$ cat config.mk
export PLATFORM = sky130hd
export DESIGN_NAME = uart_tx_fifo
export DESIGN_NICKNAME = d
export VERILOG_FILES = /design/src/rtl/uart_pkg.sv /design/src/rtl/sync_fifo.sv /design/src/rtl/uart_tx_fifo.sv
export SDC_FILE = /design/constraint.sdc
export NUM_CORES = 1
export LEC_CHECK = 0
export ABC_AREA = 0
export ABC_CLOCK_PERIOD_IN_PS = 3000
export BUFFER_PORTS_ARGS = -buffer_cell sky130_fd_sc_hd__buf_2
export CELL_PAD_IN_SITES_DETAIL_PLACEMENT = 1
export CELL_PAD_IN_SITES_GLOBAL_PLACEMENT = 1
export CORE_AREA = 3 3 120 122
export DETAILED_ROUTE_END_ITERATION = 10
export DIE_AREA = 0 0 123 125
export PLACE_DENSITY_LB_ADDON = 0.12
export SLEW_MARGIN = 10
export SYNTH_ARGS = -nofsm -noshare
export SYNTH_HDL_FRONTEND = slang
export SYNTH_HIERARCHICAL = 1
export SYNTH_SLANG_ARGS = --single-unit
export TNS_END_PERCENT = 1
$ cat constraint.sdc
create_clock -name clock -period 3 [get_ports clock]
set_input_delay 0.3 -clock clock [delete_from_list [all_inputs] [get_ports clock]]
set_output_delay 0.3 -clock clock [all_outputs]
set_load 0.005 [all_outputs]
$ cat src/rtl/uart_pkg.sv
// rtl/uart_pkg.sv - UART types and parity helper shared by transmitter and receiver
package uart_pkg;

    typedef enum logic [1:0] {PAR_NONE, PAR_ODD, PAR_EVEN} parity_e;
    typedef enum logic [2:0] {IDLE, START, DATA, PARITY, STOP} tx_state_e;

    // Payloads narrower than 8 bits arrive zero-extended, which leaves the XOR unchanged
    function automatic logic parityBit(parity_e mode, logic [7:0] payload);
        return (mode == PAR_ODD) ? ~(^payload) : ^payload;
    endfunction

endpackage

$ cat src/rtl/sync_fifo.sv
// rtl/sync_fifo.sv - single-clock show-ahead FIFO, rdata valid whenever empty is low
module sync_fifo #(
    parameter int WIDTH = 8,
    parameter int DEPTH = 8
) (
    input  logic                         clock,
    input  logic                         reset,
    input  logic                         push,
    input  logic                         pop,
    input  logic [WIDTH-1:0]             wdata,
    output logic [WIDTH-1:0]             rdata,
    output logic                         full,
    output logic                         empty,
    output logic [$clog2(DEPTH+1)-1:0]   level
);

    localparam int AW = $clog2(DEPTH);
    localparam int LW = $clog2(DEPTH + 1);

    logic [WIDTH-1:0] mem [DEPTH];
    logic [AW-1:0]    wrPtr;
    logic [AW-1:0]    rdPtr;
    logic             doPush;
    logic             doPop;

    // full is judged on the pre-pop occupancy, so a pop never rescues a write to a full FIFO
    assign doPush = push && !full;
    assign doPop  = pop && !empty;
    assign full   = (level == LW'(DEPTH));
    assign empty  = (level == '0);
    assign rdata  = mem[rdPtr];

    always_ff @(posedge clock) begin
        if (doPush) begin
            mem[wrPtr] <= wdata;
        end
    end

    always_ff @(posedge clock or negedge reset) begin
        if (!reset) begin
            wrPtr <= '0;
            rdPtr <= '0;
            level <= '0;
        end else begin
            if (doPush) begin
                wrPtr <= wrPtr + AW'(1);
            end
            if (doPop) begin
                rdPtr <= rdPtr + AW'(1);
            end
            if (doPush && !doPop) begin
                level <= level + LW'(1);
            end else if (doPop && !doPush) begin
                level <= level - LW'(1);
            end
        end
    end

endmodule

$ cat src/rtl/uart_tx_fifo.sv
// rtl/uart_tx_fifo.sv - buffered UART transmitter with configurable frame format
module uart_tx_fifo
    import uart_pkg::*;
#(
    parameter int      DIVISOR    = 2500,
    parameter int      DATA_BITS  = 8,
    parameter parity_e PARITY     = PAR_NONE,
    parameter int      STOP_BITS  = 1,
    parameter int      FIFO_DEPTH = 8
) (
    input  logic                              clock,
    input  logic                              reset,
    input  logic [DATA_BITS-1:0]              wdata,
    input  logic                              we,
    output logic                              full,
    output logic                              empty,
    output logic [$clog2(FIFO_DEPTH+1)-1:0]   level,
    output logic                              busy,
    output logic                              overflow,
    output logic                              uartTxPin
);

    localparam int              BW        = (DIVISOR > 1) ? $clog2(DIVISOR) : 1;
    localparam logic [BW-1:0]   BAUD_LAST = BW'(DIVISOR - 1);
    localparam logic [2:0]      DATA_LAST = 3'(DATA_BITS - 1);
    localparam logic [2:0]      STOP_LAST = 3'(STOP_BITS - 1);

    if (DIVISOR < 2) begin : gBadDivisor
        $error("uart_tx_fifo: DIVISOR must be at least 2");
    end
    if (DATA_BITS < 5 || DATA_BITS > 8) begin : gBadDataBits
        $error("uart_tx_fifo: DATA_BITS must be 5..8");
    end
    if (STOP_BITS < 1 || STOP_BITS > 2) begin : gBadStopBits
        $error("uart_tx_fifo: STOP_BITS must be 1 or 2");
    end
    if (FIFO_DEPTH < 2 || (FIFO_DEPTH & (FIFO_DEPTH - 1)) != 0) begin : gBadDepth
        $error("uart_tx_fifo: FIFO_DEPTH must be a power of two, at least 2");
    end

    tx_state_e            state;
    tx_state_e            stateNext;
    logic [BW-1:0]        baudCnt;
    logic [BW-1:0]        baudNext;
    logic [2:0]           bitCnt;
    logic [2:0]           bitNext;
    logic [DATA_BITS-1:0] shiftReg;
    logic [DATA_BITS-1:0] shiftNext;
    logic [DATA_BITS-1:0] headData;
    logic                 parReg;
    logic                 parNext;
    logic                 txNext;
    logic                 pop;
    logic                 bitEnd;

    sync_fifo #(
        .WIDTH (DATA_BITS),
        .DEPTH (FIFO_DEPTH)
    ) fifo (
        .clock (clock),
        .reset (reset),
        .push  (we),
        .pop   (pop),
        .wdata (wdata),
        .rdata (headData),
        .full  (full),
        .empty (empty),
        .level (level)
    );

    assign bitEnd = (baudCnt == BAUD_LAST);
    assign busy   = (state != IDLE) || !empty;

    always_comb begin
        stateNext = state;
        baudNext  = (state == IDLE || bitEnd) ? '0 : baudCnt + BW'(1);
        bitNext   = bitCnt;
        shiftNext = shiftReg;
        parNext   = parReg;
        pop       = 1'b0;
        txNext    = 1'b1;

        case (state)
            IDLE: begin
                if (!empty) begin
                    pop = 1'b1;
                end
            end
            START: begin
                if (bitEnd) begin
                    stateNext = DATA;
                    bitNext   = '0;
                end
            end
            DATA: begin
                if (bitEnd) begin
                    shiftNext = shiftReg >> 1;
                    if (bitCnt == DATA_LAST) begin
                        stateNext = (PARITY == PAR_NONE) ? STOP : uart_pkg::PARITY;
                        bitNext   = '0;
                    end else begin
                        bitNext = bitCnt + 3'd1;
                    end
                end
            end
            uart_pkg::PARITY: begin
                if (bitEnd) begin
                    stateNext = STOP;
                    bitNext   = '0;
                end
            end
            STOP: begin
                if (bitEnd) begin
                    bitNext = bitCnt + 3'd1;
                    if (bitCnt == STOP_LAST) begin
                        bitNext = '0;
                        if (!empty) begin
                            pop = 1'b1;
                        end else begin
                            stateNext = IDLE;
                        end
                    end
                end
            end
            default: stateNext = IDLE;
        endcase

        // A pop from IDLE or from the final stop cycle both launch the next frame directly
        if (pop) begin
            stateNext = START;
            shiftNext = headData;
            parNext   = parityBit(PARITY, 8'(headData));
            bitNext   = '0;
            baudNext  = '0;
        end

        case (stateNext)
            START:            txNext = 1'b0;
            DATA:             txNext = shiftNext[0];
            uart_pkg::PARITY: txNext = parNext;
            default:          txNext = 1'b1;
        endcase
    end

    always_ff @(posedge clock or negedge reset) begin
        if (!reset) begin
            state     <= IDLE;
            baudCnt   <= '0;
            bitCnt    <= '0;
            shiftReg  <= '0;
            parReg    <= 1'b0;
            uartTxPin <= 1'b1;
            overflow  <= 1'b0;
        end else begin
            state     <= stateNext;
            baudCnt   <= baudNext;
            bitCnt    <= bitNext;
            shiftReg  <= shiftNext;
            parReg    <= parNext;
            uartTxPin <= txNext;
            overflow  <= we && full;
        end
    end

endmodule

==> flow_results.xml, run 1 <==
<?xml version="1.0" encoding="UTF-8"?>
<metrics>
  <group name="status">
    <metric name="run_status" unit="">finished clean</metric>
  </group>
  <group name="sta">
    <metric name="layout_worst_path_cycle_share" unit="%">98.51</metric>
    <metric name="fin_worst_skew" unit="ps">7.805</metric>
    <metric name="final_number_of_setup_violating_endpoints" unit="">0</metric>
    <metric name="rsz0062_at_grt" unit="">yes</metric>
    <metric name="hold_viol" unit="">0</metric>
    <metric name="tightest_slew" unit="ps">927.1</metric>
    <metric name="final-max-slew-violation-count" unit="">0</metric>
    <metric name="fmaxAchievable" unit="MHz">338.4</metric>
    <metric name="layout_min_cycle_time" unit="ps">2955</metric>
    <metric name="slew_headroom" unit="%">38.20</metric>
  </group>
  <group name="logic_synthesis">
    <metric name="synth.cell_area" unit="mm2">0.004669</metric>
    <metric name="seq_area_frac_synth" unit="%">62.08</metric>
    <metric name="synth_warnings" unit="">6</metric>
    <metric name="postSynthAreaPerCell" unit="um2">15.26</metric>
    <metric name="ys_ff_latch" unit="">103</metric>
    <metric name="synth-edff-count" unit="">64</metric>
    <metric name="synth-main-ff-cell" unit="">edfxtp_1</metric>
    <metric name="postSynth.asyncResetShare" unit="%">37.86</metric>
    <metric name="synthDistinctLibCells" unit="">45</metric>
    <metric name="syn_inst" unit="">306</metric>
    <metric name="synth_nets" unit="">327</metric>
  </group>
  <group name="die">
    <metric name="die-width" unit="um">123</metric>
    <metric name="floorplan.core_area" unit="mm2">0.01330</metric>
    <metric name="die-height" unit="um">125</metric>
    <metric name="floorplan.initialDensity" unit="%">35.12</metric>
    <metric name="i_o_pin_count" unit="">20</metric>
    <metric name="dieArea" unit="mm2">0.01538</metric>
    <metric name="placement_rows" unit="">42</metric>
  </group>
  <group name="pwr">
    <metric name="leakage_dissipation" unit="uW">0.002162</metric>
    <metric name="power_density" unit="mW/mm2">670.7</metric>
    <metric name="peakVddDrop" unit="V">0.0003839</metric>
  </group>
  <group name="setup_path">
    <metric name="worstSetupPathType" unit="">register to register</metric>
    <metric name="critPathLaunchType" unit="">register</metric>
    <metric name="crit_path_launch" unit="">baudCnt[2]$_DFF_PN0_</metric>
    <metric name="timing.rr.end" unit="">fifo/level[3]$_DFFE_PN0P_</metric>
    <metric name="path_max_fanout" unit="">5</metric>
    <metric name="r2r_cells" unit="">10</metric>
    <metric name="regToRegSetupSlack" unit="ps">40</metric>
    <metric name="rr_startpoint" unit="">baudCnt[2]$_DFF_PN0_</metric>
    <metric name="setup.worst_path.end" unit="">fifo/level[3]$_DFFE_PN0P_</metric>
    <metric name="path_buf_inv" unit="">1</metric>
    <metric name="crit_path_end_kind" unit="">register</metric>
    <metric name="cp.depth" unit="">10</metric>
    <metric name="critPathRequiredTime" unit="ps">3220</metric>
    <metric name="critical-path-slowest-cell" unit="">or4b_4</metric>
    <metric name="timing.critical_path.max_delay_family" unit="">simple AND/OR/NAND/NOR gates</metric>
    <metric name="worst_path_largest_cell_delay" unit="ps">540</metric>
    <metric name="cp_data_arrival_time" unit="ps">3180</metric>
    <metric name="crit_path_cell_chain" unit="">or4b_4, or3_4, o21bai_4, o41ai_4, ha_4, inv_4, ha_4, or4_1, o211ai_1, o211ai_1</metric>
  </group>
  <group name="final_layout">
    <metric name="proportion_of_layout_cells_with_a_drive_suffix_above_1" unit="%">26.58</metric>
    <metric name="seq_area" unit="mm2">0.002899</metric>
    <metric name="multi_input_area" unit="mm2">0.001688</metric>
    <metric name="layout-area-overhead-vs-synth" unit="%">17.85</metric>
    <metric name="final_net_count" unit="">381</metric>
    <metric name="post_layout_util" unit="%">41.39</metric>
    <metric name="most-common-layout-cells" unit="">edfxtp_1 (64), dfrtp_1 (38), buf_4 (34)</metric>
    <metric name="mostFrequentLayoutCell" unit="">edfxtp_1</metric>
    <metric name="final_non_filler_cell_total" unit="">541</metric>
    <metric name="fill_cells" unit="">1370</metric>
    <metric name="num_antenna_cells" unit="">0</metric>
    <metric name="post_route_design_area" unit="mm2">0.005503</metric>
  </group>
  <group name="drt">
    <metric name="wl_per_cell" unit="um">17.64</metric>
    <metric name="first_iter_violations" unit="">100</metric>
    <metric name="drt-vias-per-instance" unit="">4.908</metric>
    <metric name="drt_pre_antenna_iters" unit="">4</metric>
    <metric name="drc_errors" unit="">0</metric>
    <metric name="ant_nets" unit="">0</metric>
    <metric name="detailroute.via_count" unit="">2655</metric>
    <metric name="routed_wl" unit="mm">9.542</metric>
  </group>
  <group name="worst_hold_path">
    <metric name="hold_class" unit="">primary input to async pin</metric>
  </group>
  <group name="global_route">
    <metric name="maximum_number_of_pins_on_one_net_before_global_route_repair" unit="">40</metric>
    <metric name="remaining_overflow_grt" unit="">0</metric>
    <metric name="grt_antenna_before_repair" unit="">0</metric>
    <metric name="first_global_vias" unit="">2829</metric>
    <metric name="wire_length_of_the_first_global_routing_pass" unit="mm">15.44</metric>
    <metric name="track_usage" unit="%">13.23</metric>
  </group>
  <group name="placement">
    <metric name="portBuffers" unit="">19</metric>
    <metric name="postPlaceCellArea" unit="mm2">0.005131</metric>
    <metric name="routabilityCongestion" unit="">0.7227</metric>
    <metric name="numPlacedInstances" unit="">519</metric>
    <metric name="detailed_place_hpwl" unit="mm">6.307</metric>
  </group>
  <group name="cts">
    <metric name="clock-root-buffer" unit="">clkbuf_16</metric>
    <metric name="clock_insertion_delay_at_the_later_pin_of_the_skew_report" unit="ps">350</metric>
    <metric name="cts_hold_buf" unit="">0</metric>
    <metric name="cts_max_path_buffers" unit="">2</metric>
    <metric name="cts-buffers-inserted" unit="">9</metric>
    <metric name="h-tree-depth" unit="">3</metric>
    <metric name="tritoncts_clock_tree" unit="">done</metric>
    <metric name="cts.sink_count" unit="">103</metric>
    <metric name="clkSlewWorstSetupHoldPaths" unit="ps">70</metric>
  </group>
  <group name="run">
    <metric name="max-cap-violations" unit="">0</metric>
  </group>
</metrics>
-- cells by family (layout without fill, tap and decap cells) --
kind of cell / Yosys count / after routing / share of synthesized area (%)
xor gates and xnor gates: 21 / 21 / 3.939
buffers and inverters: 19 / 78 / 2.411
muxes: 33 / 33 / 12.94
AOI/OAI and AO/OA: 36 / 36 / 5.895
and+or+nand+nor: 84 / 84 / 9.888
adders and majority gates: 10 / 10 / 2.840
DFF: 103 / 103 / 62.08
-- how the worst min path moves through the flow --
stage	from	end	slack (ps)
6_report	reset	baudCnt[7]$_DFF_PN0_	90
5_1_grt	reset	fifo/level[0]$_DFFE_PN0P_	160
3_5_place_dp	shiftReg[3]$_DFFE_PN0P_	shiftReg[3]$_DFFE_PN0P_	470
3_3_place_gp	shiftReg[1]$_DFFE_PN0P_	shiftReg[1]$_DFFE_PN0P_	460
2_1_floorplan	reset	baudCnt[0]$_DFF_PN0_	4
4_1_cts	reset	fifo/level[3]$_DFFE_PN0P_	120
-- power by group --
part	total, uW	switching [uW]	internal (uW)
registers	1760	69.0	1690
logic	713	384	330
clock network	1210	547	667
-- repair_timing --
item / in CTS / in global routing
pin swaps: 0 / 6
buffers inserted: 0 / 6
gates resized for setup: 2 / 1
setup endpoints to repair: 1 / 1
-- sequential cells by signal (all words and copies together) (netlist names) --
name and flops:
baudCnt 12, bitCnt 3, fifo/level 4, fifo/mem 64, fifo/rdPtr 3, fifo/wrPtr 3
overflow 1, parReg 1, shiftReg 8, state 3, uartTxPin 1
-- through the flow --
step           setup TNS, ps  hold WS, ps  worst slack [ps]  total power, uW
2_1_floorplan         -178.3        4.409            -178.3             2197
3_3_place_gp               0        464.9             54.34             2484
3_5_place_dp          -28.97        471.1            -28.97             2508
4_1_cts                    0        119.3             17.31             3753
5_1_grt               -82.56        162.7            -82.56             3889
6_report                   0        94.36             44.70             3691
-- layout make-up --
type,count,area share [%]
inverters,9,0.6594
clock inverters,7,1.523
repair buffers,53,6.367
well taps,176,4.002
multi-input cells,184,30.67
clock buffers,9,4.093
flip-flops and latches,103,52.68
-- routing by layer --
metal | up-vias | part of all wire (%) | GRT usage [%]
met5 | - | 0 | 0
met4 | 0 | 1.4 | 4.104
met3 | 9 | 2.2 | 3.252
met2 | 20 | 50 | 22.16
met1 | 1355 | 46 | 16.88
li1 | 1271 | - | -
-- Yosys cell counts, drive strengths merged (2+ instances only) --
master | instances | area share (%)
o211ai | 2 | 0.32
nand3b | 3 | 0.48
a21o | 6 | 1.0
nor2b | 4 | 0.54
o21ai | 10 | 1.1
nor4 | 3 | 0.72
nor2 | 22 | 1.8
buf | 7 | 1.4
nand3 | 13 | 1.4
nand2b | 4 | 0.54
dfrtp | 38 | 20
mux2i | 6 | 1.3
mux2 | 11 | 2.7
inv | 9 | 0.72
edfxtp | 64 | 41
or3 | 4 | 0.54
nor3 | 4 | 0.43
mux4 | 16 | 9.0
and3 | 5 | 0.67
or4b | 2 | 0.59
clkbuf | 3 | 0.24
xor2 | 7 | 1.3
nand2 | 14 | 1.2
or3b | 3 | 0.56
a21oi | 6 | 0.64
a22o | 6 | 1.1
ha | 9 | 2.4
xnor2 | 14 | 2.6
No activity file was read; power rests on OpenSTA's default activity.
==> run 2: changes to the inputs <==
--- a/config.mk
+++ b/config.mk
@@ -10,9 +10,9 @@
 export BUFFER_PORTS_ARGS = -buffer_cell sky130_fd_sc_hd__buf_2
 export CELL_PAD_IN_SITES_DETAIL_PLACEMENT = 1
 export CELL_PAD_IN_SITES_GLOBAL_PLACEMENT = 1
-export CORE_AREA = 3 3 120 122
+export CORE_AREA = 10 10 127 129
 export DETAILED_ROUTE_END_ITERATION = 10
-export DIE_AREA = 0 0 123 125
+export DIE_AREA = 0 0 137 139
 export PLACE_DENSITY_LB_ADDON = 0.12
 export SLEW_MARGIN = 10
 export SYNTH_ARGS = -nofsm -noshare
==> flow_results.xml, run 2 (same netlist as run 1, synthesis figures left out) <==
<?xml version="1.0" encoding="UTF-8"?>
<metrics>
  <group name="sta">
    <metric name="fin_worst_skew" unit="ps">11.96</metric>
    <metric name="hold_viol" unit="">0</metric>
    <metric name="final_number_of_setup_violating_endpoints" unit="">0</metric>
    <metric name="rsz0062_at_grt" unit="">yes</metric>
    <metric name="layout_min_cycle_time" unit="ps">2907</metric>
    <metric name="post-route-worst-setup-slack" unit="ps">93.02</metric>
    <metric name="tightest_slew" unit="ps">925.0</metric>
    <metric name="slew_headroom" unit="%">38.33</metric>
    <metric name="layout_worst_path_cycle_share" unit="%">96.90</metric>
    <metric name="fmaxAchievable" unit="MHz">344.0</metric>
    <metric name="final-max-slew-violation-count" unit="">0</metric>
  </group>
  <group name="placement">
    <metric name="portBuffers" unit="">19</metric>
    <metric name="routabilityCongestion" unit="">0.7101</metric>
    <metric name="place_worst_setup_slack" unit="ps">-12.69</metric>
    <metric name="numPlacedInstances" unit="">522</metric>
    <metric name="detailed_place_hpwl" unit="mm">6.638</metric>
  </group>
  <group name="die">
    <metric name="placement_rows" unit="">43</metric>
    <metric name="dieArea" unit="mm2">0.01904</metric>
    <metric name="floorplan.core_area" unit="mm2">0.01367</metric>
    <metric name="die-width" unit="um">137</metric>
    <metric name="i_o_pin_count" unit="">20</metric>
    <metric name="floorplan.initialDensity" unit="%">34.17</metric>
    <metric name="die-height" unit="um">139</metric>
  </group>
  <group name="drt">
    <metric name="top_layer" unit="">met4</metric>
    <metric name="ant_nets" unit="">0</metric>
    <metric name="detailroute.via_count" unit="">2641</metric>
    <metric name="wl_per_cell" unit="um">17.78</metric>
    <metric name="drt_pre_antenna_iters" unit="">4</metric>
    <metric name="drc_errors" unit="">0</metric>
    <metric name="wl_met2" unit="mm">4.989</metric>
    <metric name="first_iter_violations" unit="">125</metric>
    <metric name="wl_met3" unit="um">260</metric>
    <metric name="met1_routed_wirelength_after_detailed_routing" unit="mm">4.258</metric>
    <metric name="routed_wl" unit="mm">9.652</metric>
    <metric name="drt-vias-per-instance" unit="">4.864</metric>
  </group>
  <group name="setup_path">
    <metric name="cp_data_arrival_time" unit="ps">3140</metric>
    <metric name="critPathLaunchType" unit="">register</metric>
    <metric name="critPathRequiredTime" unit="ps">3230</metric>
    <metric name="worstSetupPathType" unit="">register to register</metric>
    <metric name="path_max_fanout" unit="">6</metric>
    <metric name="crit_path_end_kind" unit="">register</metric>
  </group>
  <group name="cts">
    <metric name="clkSlewWorstSetupHoldPaths" unit="ps">70</metric>
    <metric name="tritoncts_clock_tree" unit="">done</metric>
    <metric name="clock_insertion_delay_at_the_later_pin_of_the_skew_report" unit="ps">350</metric>
    <metric name="cts.sink_count" unit="">103</metric>
    <metric name="cts-buffers-inserted" unit="">9</metric>
    <metric name="h-tree-depth" unit="">3</metric>
    <metric name="clock-root-buffer" unit="">clkbuf_16</metric>
    <metric name="cts_max_path_buffers" unit="">2</metric>
  </group>
  <group name="final_layout">
    <metric name="largest_register_ffs" unit="">64</metric>
    <metric name="post_layout_util" unit="%">40.08</metric>
    <metric name="reg.largest.list" unit="">fifo/mem x64, baudCnt x12, shiftReg x8</metric>
    <metric name="layout-area-overhead-vs-synth" unit="%">17.31</metric>
    <metric name="num_antenna_cells" unit="">0</metric>
    <metric name="proportion_of_layout_cells_with_a_drive_suffix_above_1" unit="%">26.45</metric>
    <metric name="most-common-layout-cells" unit="">edfxtp_1 (64), dfrtp_1 (38), buf_4 (32)</metric>
    <metric name="largest_register" unit="">fifo/mem</metric>
    <metric name="final_net_count" unit="">379</metric>
    <metric name="final_non_filler_cell_total" unit="">543</metric>
    <metric name="mostFrequentLayoutCell" unit="">edfxtp_1</metric>
  </group>
  <group name="pwr">
    <metric name="power" unit="uW">3621</metric>
    <metric name="power.sequential.fraction" unit="%">48.6</metric>
    <metric name="sw_ratio" unit="%">28.08</metric>
    <metric name="peakVddDrop" unit="V">0.0003703</metric>
    <metric name="pwr-share-comb" unit="%">19.9</metric>
    <metric name="leakage_dissipation" unit="uW">0.002147</metric>
    <metric name="p_sw" unit="uW">1017</metric>
    <metric name="clk_network_pwr_share" unit="%">31.4</metric>
    <metric name="internal_power" unit="uW">2604</metric>
    <metric name="power_density" unit="mW/mm2">661.1</metric>
  </group>
  <group name="global_route">
    <metric name="wire_length_of_the_first_global_routing_pass" unit="mm">15.62</metric>
    <metric name="grt_antenna_before_repair" unit="">0</metric>
    <metric name="track_usage" unit="%">10.71</metric>
    <metric name="first_global_vias" unit="">2826</metric>
    <metric name="maximum_number_of_pins_on_one_net_before_global_route_repair" unit="">40</metric>
    <metric name="remaining_overflow_grt" unit="">0</metric>
  </group>
  <group name="run">
    <metric name="max-cap-violations" unit="">0</metric>
  </group>
  <group name="worst_hold_path">
    <metric name="hold_class" unit="">primary input to async pin</metric>
  </group>
  <group name="status">
    <metric name="run_status" unit="">finished clean</metric>
  </group>
</metrics>
==> run 2: cell types whose count changed in the layout (fill, tap and decap cells not counted) <==
cell and delta:
clkinv_2 +1, o31ai_2 +1, buf_4 -2, inv_8 -1, o31ai_1 -1, bufinv_16 -1
clkinv_8 +1
==> run 2: cell type report <==
cell class | instances | area, um2
clock buffer | 9 | 225.2
clock inverter | 7 | 63.81
fill | 1427 | 8188
inverter | 9 | 36.28
multi-input combinational | 184 | 1693
sequential | 103 | 2899
tap | 180 | 225.2
timing repair buffer | 51 | 335.3
==> run 2: metal layers <==
metal,vias up,global-route usage [%]
met1,1341,12.63
li1,1269,-
met5,-,0
met3,11,2.971
met4,0,3.996
met2,20,17.99
==> run 2: final timing paths <==
| kind | startpoint | end | slack [ps] | depth (start not counted) |
|---|---|---|---|---|
| max in group asynchronous | reset | baudCnt[10]$_DFF_PN0_ | 2340 | 1 |
| worst max register to register | baudCnt[2]$_DFF_PN0_ | fifo/level[3]$_DFFE_PN0P_ | 90 | 10 |
| worst max-delay path | baudCnt[2]$_DFF_PN0_ | fifo/level[3]$_DFFE_PN0P_ | 90 | 10 |
| worst min-delay path | reset | baudCnt[1]$_DFF_PN0_ | 90 | 1 |
| min in group clock | wdata[5] | fifo/mem[1][5]$_DFFE_PP_ | 220 | 1 |
| worst min register to register | baudCnt[0]$_DFF_PN0_ | baudCnt[0]$_DFF_PN0_ | 480 | 1 |
==> run 2: repair_timing <==
action	CTS	global route
gates resized for setup	1	2
pin swaps	0	6
buffers inserted	0	5
hold buffers	0	0
hold endpoints to repair	0	0
endpoints found under the setup margin	1	1
==> run 2: through the flow <==
step | hold WS (ps) | instance area (um2) | TNS (ps)
global route | 155.0 | 5478 | -11.44
CTS | 115.1 | 5428 | 0
floorplan | 4.409 | 4684 | -178.3
finish | 88.66 | 5478 | 0
detailed placement | 466.5 | 5134 | -12.69
global placement | 464.2 | 5134 | 0
==> run 2: critical path, cell delays in order (launching register included) <==
cell and delay (ps):
dfrtp_1 380, or4b_4 540, or3_4 420, o21bai_4 180, o41ai_4 120, ha_4 200
inv_4 80, ha_4 220, or4_1 470, o211ai_1 100, o211ai_1 100
==> run 2: power by group through the flow <==
stage               sequential [uW]  combinational, uW  clock (uW)
global route                   1780                800        1250
global placement               1780                708           0
detailed placement             1790                717           0
finish                         1760                722        1140
floorplan                      1830                371           0
CTS                            1760                723        1190
==> run 3: changes to the inputs <==
--- a/config.mk
+++ b/config.mk
@@ -10,9 +10,9 @@
 export BUFFER_PORTS_ARGS = -buffer_cell sky130_fd_sc_hd__buf_2
 export CELL_PAD_IN_SITES_DETAIL_PLACEMENT = 1
 export CELL_PAD_IN_SITES_GLOBAL_PLACEMENT = 1
-export CORE_AREA = 10 10 127 129
+export CORE_AREA = 10 10 111 113
 export DETAILED_ROUTE_END_ITERATION = 10
-export DIE_AREA = 0 0 137 139
+export DIE_AREA = 0 0 121 123
 export PLACE_DENSITY_LB_ADDON = 0.12
 export SLEW_MARGIN = 10
 export SYNTH_ARGS = -nofsm -noshare
==> flow_results.xml, run 3 (same netlist as run 1, synthesis figures left out) <==
<?xml version="1.0" encoding="UTF-8"?>
<metrics>
  <group name="setup_path">
    <metric name="critPathRequiredTime" unit="ps">3250</metric>
    <metric name="cp.depth" unit="">10</metric>
    <metric name="rr_startpoint" unit="">baudCnt[2]$_DFF_PN0_</metric>
    <metric name="cp_data_arrival_time" unit="ps">3170</metric>
    <metric name="crit_path_end_kind" unit="">register</metric>
    <metric name="path_max_fanout" unit="">5</metric>
    <metric name="critical-path-slowest-cell" unit="">or4b_4</metric>
    <metric name="regToRegSetupSlack" unit="ps">70</metric>
    <metric name="worstSetupPathType" unit="">register to register</metric>
    <metric name="r2r_cells" unit="">10</metric>
    <metric name="timing.rr.end" unit="">fifo/level[3]$_DFFE_PN0P_</metric>
    <metric name="critPathLaunchType" unit="">register</metric>
    <metric name="timing.critical_path.max_delay_family" unit="">simple AND/OR/NAND/NOR gates</metric>
    <metric name="crit_path_cell_chain" unit="">or4b_4, or3_4, o21bai_4, o41ai_4, ha_4, clkinv_4, ha_4, or4_4, o211ai_1, o211ai_1</metric>
    <metric name="crit_path_launch" unit="">baudCnt[2]$_DFF_PN0_</metric>
    <metric name="setup.worst_path.end" unit="">fifo/level[3]$_DFFE_PN0P_</metric>
    <metric name="worst_path_largest_cell_delay" unit="ps">540</metric>
    <metric name="path_buf_inv" unit="">1</metric>
  </group>
  <group name="global_route">
    <metric name="remaining_overflow_grt" unit="">0</metric>
    <metric name="first_global_vias" unit="">2936</metric>
    <metric name="track_usage" unit="%">13.15</metric>
    <metric name="grt_antenna_before_repair" unit="">0</metric>
    <metric name="wire_length_of_the_first_global_routing_pass" unit="mm">15.24</metric>
    <metric name="maximum_number_of_pins_on_one_net_before_global_route_repair" unit="">40</metric>
  </group>
  <group name="drt">
    <metric name="routed_wl" unit="mm">9.287</metric>
    <metric name="detailroute.via_count" unit="">2674</metric>
    <metric name="drc_errors" unit="">0</metric>
    <metric name="first_iter_violations" unit="">136</metric>
    <metric name="ant_nets" unit="">0</metric>
    <metric name="drt_pre_antenna_iters" unit="">4</metric>
    <metric name="drt-vias-per-instance" unit="">5.316</metric>
    <metric name="wl_per_cell" unit="um">18.46</metric>
  </group>
  <group name="pwr">
    <metric name="peakVddDrop" unit="V">0.0004349</metric>
    <metric name="pwr-share-comb" unit="%">21.6</metric>
    <metric name="power.sequential.fraction" unit="%">52.0</metric>
    <metric name="clk_network_pwr_share" unit="%">26.4</metric>
    <metric name="leakage_dissipation" unit="uW">0.002126</metric>
    <metric name="p_sw" unit="uW">960.8</metric>
    <metric name="power" unit="uW">3394</metric>
    <metric name="internal_power" unit="uW">2433</metric>
    <metric name="power_density" unit="mW/mm2">631.9</metric>
    <metric name="sw_ratio" unit="%">28.31</metric>
  </group>
  <group name="die">
    <metric name="floorplan.initialDensity" unit="%">46.06</metric>
    <metric name="floorplan.core_area" unit="mm2">0.01014</metric>
    <metric name="die-height" unit="um">123</metric>
    <metric name="die-width" unit="um">121</metric>
    <metric name="placement_rows" unit="">37</metric>
    <metric name="i_o_pin_count" unit="">20</metric>
    <metric name="dieArea" unit="mm2">0.01488</metric>
  </group>
  <group name="final_layout">
    <metric name="most-common-layout-cells" unit="">edfxtp_1 (64), dfrtp_1 (38), buf_4 (37)</metric>
    <metric name="num_antenna_cells" unit="">0</metric>
    <metric name="fill_cells" unit="">994</metric>
    <metric name="largest_register" unit="">fifo/mem</metric>
    <metric name="multi_input_area" unit="mm2">0.001692</metric>
    <metric name="largest_register_ffs" unit="">64</metric>
    <metric name="seq_area" unit="mm2">0.002899</metric>
    <metric name="layout-area-overhead-vs-synth" unit="%">15.03</metric>
    <metric name="final_net_count" unit="">384</metric>
    <metric name="post_layout_util" unit="%">52.98</metric>
    <metric name="reg.largest.list" unit="">fifo/mem x64, baudCnt x12, shiftReg x8</metric>
    <metric name="proportion_of_layout_cells_with_a_drive_suffix_above_1" unit="%">27.25</metric>
    <metric name="mostFrequentLayoutCell" unit="">edfxtp_1</metric>
  </group>
  <group name="cts">
    <metric name="cts.sink_count" unit="">103</metric>
    <metric name="cts_max_path_buffers" unit="">2</metric>
    <metric name="clock_insertion_delay_at_the_later_pin_of_the_skew_report" unit="ps">370</metric>
    <metric name="cts-buffers-inserted" unit="">9</metric>
    <metric name="h-tree-depth" unit="">3</metric>
    <metric name="tritoncts_clock_tree" unit="">done</metric>
    <metric name="clock-root-buffer" unit="">clkbuf_8</metric>
    <metric name="clkSlewWorstSetupHoldPaths" unit="ps">110</metric>
    <metric name="cts_hold_buf" unit="">0</metric>
  </group>
  <group name="placement">
    <metric name="routabilityCongestion" unit="">0.7834</metric>
    <metric name="detailed_place_hpwl" unit="mm">6.439</metric>
    <metric name="portBuffers" unit="">19</metric>
  </group>
  <group name="sta">
    <metric name="finalHoldWorstSlack" unit="ps">48.94</metric>
    <metric name="rsz0062_at_grt" unit="">yes</metric>
    <metric name="tns" unit="ps">0</metric>
    <metric name="layout_min_cycle_time" unit="ps">2925</metric>
    <metric name="final_number_of_setup_violating_endpoints" unit="">0</metric>
    <metric name="slew_headroom" unit="%">40.26</metric>
    <metric name="fmaxAchievable" unit="MHz">341.9</metric>
    <metric name="final-max-slew-violation-count" unit="">0</metric>
    <metric name="hold_viol" unit="">0</metric>
    <metric name="tightest_slew" unit="ps">896.1</metric>
    <metric name="layout_worst_path_cycle_share" unit="%">97.50</metric>
    <metric name="fin_worst_skew" unit="ps">12.65</metric>
  </group>
  <group name="run">
    <metric name="max-cap-violations" unit="">0</metric>
  </group>
  <group name="worst_hold_path">
    <metric name="hold_class" unit="">primary input to async pin</metric>
  </group>
  <group name="status">
    <metric name="run_status" unit="">finished clean</metric>
  </group>
</metrics>
## run 3: through the flow
step                area [um2]  setup slack (ps)  instances
finish                    5371             74.89        503
global route              5371            -45.06        503
detailed placement        5089            -20.88        480
global placement          5089             66.60        480
CTS                       5295             18.07        495
floorplan                 4684            -178.3        306
## run 3: layout make-up
| cell class | instances | share of cell area (%) |
|---|---|---|
| multi-input combinational | 184 | 31.49 |
| clock buffer | 9 | 2.306 |
| inverter | 9 | 0.7221 |
| timing repair buffer | 56 | 6.942 |
| clock inverter | 6 | 1.398 |
| sequential | 103 | 53.97 |
| tap | 136 | 3.168 |
## run 3: repair_timing
action / in CTS / in global routing
setup buffers: 0 / 8
setup endpoints to repair: 1 / 1
gates resized for setup: 2 / 4
pin swaps: 0 / 7
## run 3: power groups by stage
stage	clock network [uW]	logic, uW	registers (uW)
2_1_floorplan	0	371	1830
3_3_place_gp	0	686	1780
3_5_place_dp	0	712	1800
4_1_cts	926	714	1770
5_1_grt	983	810	1780
6_report	897	734	1760
## run 3: worst reg2reg max path: cells and delay by family, from the launching register on
kind                       cells  cell delay [ps]
DFF                            1              390
and+or+nand+nor                3             1430
buffers and inverters          1               70
AOI/OAI and AO/OA              4              520
adders and majority gates      2              410
## run 3: worst min path at each step
stage / slack, ps / from / to
floorplan: 4 / reset / baudCnt[0]$_DFF_PN0_
CTS: 70 / reset / baudCnt[10]$_DFF_PN0_
finish: 50 / reset / baudCnt[10]$_DFF_PN0_
detailed placement: 470 / shiftReg[3]$_DFFE_PN0P_ / shiftReg[3]$_DFFE_PN0P_
global placement: 460 / shiftReg[1]$_DFFE_PN0P_ / shiftReg[1]$_DFFE_PN0P_
global route: 100 / reset / baudCnt[10]$_DFF_PN0_
## run 3: per-layer routing
metal / vias up / part of all wire, % / GRT usage, %
met5: - / 0 / 0
met4: 0 / 1.3 / 3.318
met2: 32 / 53 / 23.71
met1: 1351 / 43 / 14.94
met3: 14 / 2.6 / 3.920
li1: 1277 / - / -
